[src/rtl/jpeg_out_pkg.sv]
// -----------------------------------------------------------------------------
// jpeg_out_pkg
// Shared definitions for the JPEG output scheduler: FSM state encoding, MCU
// geometry for both picture types, and the frame-buffer pixel size.
// Ports: none (package).
// -----------------------------------------------------------------------------
package jpeg_out_pkg;

    typedef enum logic [1:0] {
        IDLE  = 2'd0,
        RUN   = 2'd1,
        DRAIN = 2'd2
    } state_t;

    localparam int MCU_PIX_411 = 256;
    localparam int MCU_PIX_444 = 64;
    localparam int MCU_DIM_411 = 16;
    localparam int MCU_DIM_444 = 8;
    localparam int PIX_BYTES   = 4;

    // Index of the last pixel inside one MCU for the given picture type.
    function automatic logic [7:0] lastIdx(input logic isType411);
        return isType411 ? 8'(MCU_PIX_411 - 1) : 8'(MCU_PIX_444 - 1);
    endfunction

endpackage

[src/rtl/jpeg_out_fifo.sv]
// -----------------------------------------------------------------------------
// jpeg_out_fifo
// Small synchronous FIFO holding {address, data} write entries between the
// address stage and the frame-buffer write port. DEPTH must be a power of two
// so the pointers wrap naturally.
// Ports:
//   clk, rst      clock, asynchronous active-high reset
//   i_push        write i_data (ignored when full)
//   i_pop         drop the head entry (ignored when empty)
//   i_data        entry to store
//   o_data        head entry
//   o_empty       no entries held
//   o_count       number of entries held (0..DEPTH)
// -----------------------------------------------------------------------------
module jpeg_out_fifo #(
    parameter int WIDTH = 64,
    parameter int DEPTH = 4
) (
    input  logic                     clk,
    input  logic                     rst,
    input  logic                     i_push,
    input  logic                     i_pop,
    input  logic [WIDTH-1:0]         i_data,
    output logic [WIDTH-1:0]         o_data,
    output logic                     o_empty,
    output logic [$clog2(DEPTH):0]   o_count
);

    localparam int PTR_W = $clog2(DEPTH);
    localparam int CNT_W = PTR_W + 1;

    logic [WIDTH-1:0] r_mem [DEPTH];
    logic [PTR_W-1:0] r_wrPtr;
    logic [PTR_W-1:0] r_rdPtr;
    logic [CNT_W-1:0] r_count;
    logic             w_doPush;
    logic             w_doPop;

    assign w_doPush = i_push && (r_count != CNT_W'(DEPTH));
    assign w_doPop  = i_pop  && (r_count != '0);

    // Storage is cleared on reset so the head output reads zero afterwards.
    always_ff @(posedge clk or posedge rst) begin
        if (rst) begin
            for (int i = 0; i < DEPTH; i++) begin
                r_mem[i] <= '0;
            end
            r_wrPtr <= '0;
            r_rdPtr <= '0;
            r_count <= '0;
        end else begin
            if (w_doPush) begin
                r_mem[r_wrPtr] <= i_data;
                r_wrPtr        <= r_wrPtr + PTR_W'(1);
            end
            if (w_doPop) begin
                r_rdPtr <= r_rdPtr + PTR_W'(1);
            end
            case ({w_doPush, w_doPop})
                2'b10:   r_count <= r_count + CNT_W'(1);
                2'b01:   r_count <= r_count - CNT_W'(1);
                default: r_count <= r_count;
            endcase
        end
    end

    assign o_data  = r_mem[r_rdPtr];
    assign o_empty = (r_count == '0);
    assign o_count = r_count;

endmodule

[src/rtl/jpeg_out_sched.sv]
// -----------------------------------------------------------------------------
// jpeg_out_sched
// Output scheduler between the JPEG decoder pixel stream and a frame-buffer
// write port. Paces the decoder read strobe from buffer occupancy, tracks the
// MCU / in-MCU position of every pixel, turns it into a raster byte address,
// and issues one 32-bit write per pixel over a req/gnt handshake.
// Optional feature macro: JPEG_OUT_ALPHA_EN (forces the alpha byte of every
// written pixel, adds the cfg_alpha input).
// Ports:
//   clk, rst                 clock, asynchronous active-high reset
//   s_we/s_begin/s_end       decoder pixel valid, first and last pixel flags
//   s_data, s_type           pixel {r,g,b,x}, picture type (1 = 4:1:1)
//   s_next                   read strobe: a pixel may be transferred
//   cfg_base/stride/mcu_w    frame geometry, sampled on the begin pixel
//   cfg_alpha                alpha override (only with JPEG_OUT_ALPHA_EN)
//   m_req/m_gnt              write request / accepted
//   m_addr, m_data           head write entry
//   frame_done               one-cycle pulse when the frame has fully drained
//   err                      sticky protocol error
// -----------------------------------------------------------------------------
module jpeg_out_sched
    import jpeg_out_pkg::*;
#(
    parameter int ADDR_W     = 32,
    parameter int FIFO_DEPTH = 4
) (
    input  logic              clk,
    input  logic              rst,
    input  logic              s_we,
    input  logic              s_begin,
    input  logic              s_end,
    input  logic [31:0]       s_data,
    input  logic              s_type,
    output logic              s_next,
    input  logic [ADDR_W-1:0] cfg_base,
    input  logic [15:0]       cfg_stride,
    input  logic [12:0]       cfg_mcu_w,
`ifdef JPEG_OUT_ALPHA_EN
    input  logic [7:0]        cfg_alpha,
`endif
    output logic              m_req,
    input  logic              m_gnt,
    output logic [ADDR_W-1:0] m_addr,
    output logic [31:0]       m_data,
    output logic              frame_done,
    output logic              err
);

    localparam int CNT_W   = $clog2(FIFO_DEPTH) + 1;
    localparam int ENTRY_W = ADDR_W + 32;

    state_t            r_state;
    state_t            w_stateNext;
    logic [ADDR_W-1:0] r_base;
    logic [15:0]       r_stride;
    logic [12:0]       r_mcuW;
    logic              r_type;
    logic [7:0]        r_idx;
    logic [12:0]       r_mx;
    logic [15:0]       r_my;
    logic              r_err;
    logic              r_stgValid;
    logic [ADDR_W-1:0] r_stgAddr;
    logic [31:0]       r_stgData;

    logic [CNT_W-1:0]   w_count;
    logic               w_empty;
    logic [ENTRY_W-1:0] w_head;
    logic               w_ready;
    logic               w_accept;
    logic               w_take;
    logic               w_restart;
    logic               w_done;
    logic [31:0]        w_mb;
    logic [31:0]        w_px;
    logic [31:0]        w_py;
    logic [31:0]        w_line;
    logic [31:0]        w_col;
    logic [31:0]        w_pixOff;
    logic [31:0]        w_byteOff;
    logic [ADDR_W-1:0]  w_addrCalc;
    logic [31:0]        w_pixData;

    // Two free entries are required: one for the pixel being accepted and one
    // for the pixel already sitting in the address stage.
    assign w_ready   = ((r_state == IDLE) || (r_state == RUN)) &&
                       ((CNT_W'(FIFO_DEPTH) - w_count) >= CNT_W'(2));
    assign s_next    = w_ready && !rst;
    assign w_accept  = s_we && s_next;
    // In IDLE only a begin pixel is kept; any other accepted pixel is dropped.
    assign w_take    = w_accept && (s_begin || (r_state == RUN));
    assign w_restart = w_take && s_begin;

`ifdef JPEG_OUT_ALPHA_EN
    logic [7:0] r_alpha;
    logic [7:0] w_alphaSel;

    // The begin pixel already uses the freshly presented alpha value.
    always_comb begin
        w_alphaSel = s_begin ? cfg_alpha : r_alpha;
        w_pixData  = {s_data[31:8], (w_alphaSel != 8'h00) ? w_alphaSel : 8'hFF};
    end

    always_ff @(posedge clk or posedge rst) begin
        if (rst) begin
            r_alpha <= 8'h00;
        end else if (w_restart) begin
            r_alpha <= cfg_alpha;
        end
    end
`else
    assign w_pixData = s_data;
`endif

    // Raster byte address of the pixel the counters currently point at. All
    // arithmetic is done at 32 bits and truncated to the address width.
    always_comb begin
        w_mb       = r_type ? 32'(MCU_DIM_411) : 32'(MCU_DIM_444);
        w_px       = r_type ? 32'(r_idx[3:0]) : 32'(r_idx[2:0]);
        w_py       = r_type ? 32'(r_idx[7:4]) : 32'(r_idx[5:3]);
        w_line     = 32'(r_my) * w_mb + w_py;
        w_col      = 32'(r_mx) * w_mb + w_px;
        w_pixOff   = w_line * 32'(r_stride) + w_col;
        w_byteOff  = w_pixOff * 32'(PIX_BYTES);
        w_addrCalc = r_base + ADDR_W'(w_byteOff);
    end

    // Position counters and latched frame config. A begin pixel is pixel 0 of
    // a fresh frame, so after it the counters already point at pixel 1.
    always_ff @(posedge clk or posedge rst) begin
        if (rst) begin
            r_base   <= '0;
            r_stride <= '0;
            r_mcuW   <= '0;
            r_type   <= 1'b0;
            r_idx    <= '0;
            r_mx     <= '0;
            r_my     <= '0;
        end else if (w_restart) begin
            r_base   <= cfg_base;
            r_stride <= cfg_stride;
            r_mcuW   <= cfg_mcu_w;
            r_type   <= s_type;
            r_idx    <= 8'd1;
            r_mx     <= '0;
            r_my     <= '0;
        end else if (w_take) begin
            if (r_idx == lastIdx(r_type)) begin
                r_idx <= '0;
                if (r_mx == (r_mcuW - 13'd1)) begin
                    r_mx <= '0;
                    r_my <= r_my + 16'd1;
                end else begin
                    r_mx <= r_mx + 13'd1;
                end
            end else begin
                r_idx <= r_idx + 8'd1;
            end
        end
    end

    // Address stage: one register between acceptance and the FIFO push.
    always_ff @(posedge clk or posedge rst) begin
        if (rst) begin
            r_stgValid <= 1'b0;
            r_stgAddr  <= '0;
            r_stgData  <= '0;
        end else begin
            r_stgValid <= w_take;
            if (w_take) begin
                r_stgAddr <= w_restart ? cfg_base : w_addrCalc;
                r_stgData <= w_pixData;
            end
        end
    end

    // Sticky error: dropped pixel in IDLE, begin inside a frame, or a pixel
    // whose type disagrees with the type latched on the begin pixel.
    always_ff @(posedge clk or posedge rst) begin
        if (rst) begin
            r_err <= 1'b0;
        end else if ((w_accept && !w_take) ||
                     (w_accept && (r_state == RUN) && s_begin) ||
                     (w_take && !s_begin && (s_type != r_type))) begin
            r_err <= 1'b1;
        end
    end

    always_ff @(posedge clk or posedge rst) begin
        if (rst) begin
            r_state <= IDLE;
        end else begin
            r_state <= w_stateNext;
        end
    end

    // Frame sequencing; frame_done fires once the stage and FIFO are empty.
    always_comb begin
        w_stateNext = r_state;
        w_done      = 1'b0;
        case (r_state)
            IDLE: begin
                if (w_restart) begin
                    w_stateNext = s_end ? DRAIN : RUN;
                end
            end
            RUN: begin
                if (w_take && s_end) begin
                    w_stateNext = DRAIN;
                end
            end
            DRAIN: begin
                if (w_empty && !r_stgValid) begin
                    w_done      = 1'b1;
                    w_stateNext = IDLE;
                end
            end
            default: w_stateNext = IDLE;
        endcase
    end

    jpeg_out_fifo #(
        .WIDTH (ENTRY_W),
        .DEPTH (FIFO_DEPTH)
    ) u_fifo (
        .clk     (clk),
        .rst     (rst),
        .i_push  (r_stgValid),
        .i_pop   (m_gnt),
        .i_data  ({r_stgAddr, r_stgData}),
        .o_data  (w_head),
        .o_empty (w_empty),
        .o_count (w_count)
    );

    assign m_req      = !w_empty;
    assign m_addr     = w_head[ENTRY_W-1:32];
    assign m_data     = w_head[31:0];
    assign frame_done = w_done;
    assign err        = r_err;

endmodule

[config.mk]
export PLATFORM = sky130hd
export DESIGN_NAME = jpeg_out_sched
export DESIGN_NICKNAME = d
export VERILOG_FILES = /design/src/rtl/jpeg_out_pkg.sv /design/src/rtl/jpeg_out_fifo.sv /design/src/rtl/jpeg_out_sched.sv
export SDC_FILE = /design/constraint.sdc
export NUM_CORES = 2
export LEC_CHECK = 0
export CAP_MARGIN = 10
export CORE_ASPECT_RATIO = 0.6
export CORE_MARGIN = 4
export CORE_UTILIZATION = 63
export CTS_BUF_LIST = sky130_fd_sc_hd__clkbuf_8
export CTS_CLUSTER_DIAMETER = 80
export DETAILED_ROUTE_END_ITERATION = 7
export PLACE_DENSITY = 0.85
export SYNTH_ARGS = -nofsm -noshare
export SYNTH_HDL_FRONTEND = slang
export SYNTH_SLANG_ARGS = --single-unit
[constraint.sdc]
create_clock -name clk -period 17.3 [get_ports clk]
set_input_delay 1.73 -clock clk [delete_from_list [all_inputs] [get_ports clk]]
set_output_delay 1.73 -clock clk [all_outputs]
set_load 0.05 [all_outputs]
==> results_dict.tcl <==
set metrics [dict create \
    clock_path_buffers 3 \
    netlist_area_mm2 0.0329 \
    cts_resized 0 \
    track_usage 0.313 \
    io_buffers 167 \
    areaGrowthSynthToFinish_pct 11.3 \
    arrival_ns 11.97 \
    min-delay-start "r_base[18]" \
    cts-buffers-inserted 60 \
    fin_nets 3885 \
    drtIter0Drc 2182 \
    crit_required_ns 17.81 \
    grt_max_degree 144 \
    die_w_um 303 \
    cap_viol_max_count 0 \
    drc_errors 0 \
    multi_input_area_mm2 0.0203 \
    ys_seq_elements 430 \
    grt.overflow.total 0 \
    synth_top_area_frac 0.327 \
    async_flop_share 1.00 \
    cp-startpoint "r_type" \
    fillers 3502 \
    r2r_start "r_type" \
    worstHoldPathType "register to register" \
    final.min_clock_period_ns 11.45 \
    fin_crit_sh 0.662 \
    crit_top_cell "fa_1" \
    die-area_mm2 0.0561 \
    dp_hpwl_mm 62.1 \
    routed_via_density 5.91 \
    postSynthCellCount 3149 \
    cts.sinks 430 \
    grt_first_pass_wirelength_mm 138 \
    ys_types 77 \
    worst_pin_slew_ns 1.08 \
    die_y_um 185 \
    status "finished, final reports clean" \
    cts_setup_buffers 0 \
    cpPeakStageDelay_ns 0.74 \
    clkSlewWorstSetupHoldPaths_ns 0.07 \
    routedWlPerCell_um 21.2 \
    worst-setup-path-type "register to register" \
    end_kind "register" \
    fin_skew_ns 0.0477 \
    synth_ff_type "dfrtp_1" \
    cts.htree.levels 2 \
    tns_ns 0 \
    synth_area_leaders "dfrtp_1 (33%), fa_1 (17%), mux2_2 (9.6%), ha_1 (8.1%), nand2_1 (6.2%)" \
    tritoncts "yes" \
    ant_nets 0 \
    start_kind "register" \
    regArea_mm2 0.0108 \
    hold_viol_final 0 \
    coreArea_mm2 0.0513 \
    vias 23800 \
    worst_skew_pair.late_latency_ns 0.69 \
    clockRootBuffer "clkbuf_8" \
    io_pins 168 \
    slew_violations 0 \
    first_pass_iters 5 \
    grt_pass1_vias 25700 \
    gp_congestion 0.917 \
    max_freq_mhz 87.3 \
    antenna_found_initial 5 \
    yosysTopAreaCell "dfrtp_1" \
    syn_avg_cell_area_um2 10.5 \
    rsz0062_at_grt "false" \
    synth_edf_count 0 \
    maxSlewHeadroom 0.278 \
    initial_core_util 0.641 \
    routed_wl_mm 85.4 \
    postCtsHoldBufs 0 \
    critPathMaxFanout 20 \
    critPathSlowestCell "dfrtp_1" \
    setup_viol 0 \
    synth_commonest_cells "nand2_1 (541), dfrtp_1 (430), inv_1 (388)" \
    rows 64 \
    drive_gt1_frac 0.148 \
    yosysWarnings 0 \
    seq_area_frac_synth 0.327 \
    yosysMostFrequentCell "nand2_1" \
]
## cells in the final DEF (no fill, tap or decap), drive strengths merged, types with 8 or more instances in the layout
cell,Yosys,layout
mux2,282,282
fa,282,282
o21a,15,15
nor2,108,108
mux4,64,64
a31oi,21,21
clkinv,0,8
and3,18,18
nand3,20,20
xnor2,76,76
nor2b,21,21
a21oi,71,71
o21ai,54,54
a21o,25,25
clkbuf,126,72
xor2,43,43
buf,19,35
conb,2,24
clkdlybuf4s50,0,167
nand4,9,9
dfrtp,430,430
and2,160,160
inv,388,411
ha,213,213
o21bai,13,13
nor3,27,27
nand2,541,541
a211oi,8,8
nand2b,12,12
## through the flow
stage	instance area (um^2)	setup slack (ns)	util	hold slack [ns]	cells
after detailed placement	35300	6.06	0.688	0.473	3920
final	36600	5.85	0.714	0.492	4034
after global routing	36600	5.11	0.714	0.514	4034
after floorplan	33000	3.60	-	0.441	3171
after CTS	36600	5.96	0.713	0.493	4028
after global placement	35300	6.45	0.688	0.459	3920
## registers in the layout, summed over array words and instances (netlist names)
| signal | flops |
|---|---|
| r_stgAddr | 32 |
| r_state | 2 |
| u_fifo.r_wrPtr | 2 |
| u_fifo.r_mem | 256 |
| r_stride | 16 |
| r_type | 1 |
| u_fifo.o_count | 3 |
| r_stgValid | 1 |
| r_mx | 13 |
| r_base | 32 |
| r_stgData | 32 |
| r_idx | 8 |
| err | 1 |
| r_mcuW | 13 |
| r_my | 16 |
| u_fifo.r_rdPtr | 2 |
## kinds of logic (layout without fill, tap and decap cells)
| family | count (synthesis) | after routing | synth area share |
|---|---|---|---|
| mux | 351 | 351 | 0.142 |
| compound gates | 263 | 263 | 0.0515 |
| buf+inv | 533 | 698 | 0.0612 |
| xor+xnor | 122 | 122 | 0.0337 |
| flops | 430 | 430 | 0.327 |
| simple gates | 953 | 953 | 0.132 |
| fa+ha+maj | 495 | 495 | 0.252 |
| other cells | 2 | 29 | 0.000228 |
## worst max-delay path, delay by kind of cell (launching register included)
family,cells,cell delay (ns)
multiplexers,1,0.41
adder cells (fa/ha/maj),12,5.02
flip-flops,1,0.74
XOR/XNOR,2,0.31
AO/OA/AOI/OAI,14,2.89
buffers and inverters,4,0.19
AND/OR/NAND/NOR,7,1.71
## final cells by class
| cell class | count | area share |
|---|---|---|
| diodes | 5 | 0.000341 |
| clock buffers | 72 | 0.0270 |
| clock inverters | 36 | 0.00847 |
| inverters | 388 | 0.0400 |
| multi-input cells | 2208 | 0.553 |
| flip-flops and latches | 430 | 0.294 |
| well taps | 693 | 0.0237 |
| repair buffers | 202 | 0.0533 |
## per-layer routing
| metal | vias up | wire length (um) | track usage |
|---|---|---|---|
| li1 | 10500 | - | - |
| met1 | 12100 | 36100 | 0.445 |
| met2 | 1031 | 39200 | 0.488 |
| met3 | 154 | 8140 | 0.0790 |
| met4 | 0 | 1970 | 0.0862 |
| met5 | - | 0 | 0 |
## final timing paths
check,cells past startpoint,slack [ns],end
worst max-delay path,40,5.85,r_stgAddr[31]
worst min-delay path,2,0.49,r_base[18]
worst max register to register,40,5.85,r_stgAddr[31]
worst min register to register,2,0.49,r_base[18]
max in group asynchronous,4,13.67,u_fifo.r_mem[177]
min in group asynchronous,2,1.73,u_fifo.o_count[2]
Power is left out: the tool's default activity adds up to more than one toggle a clock period on the data nets, which glitch-free logic cannot reach.
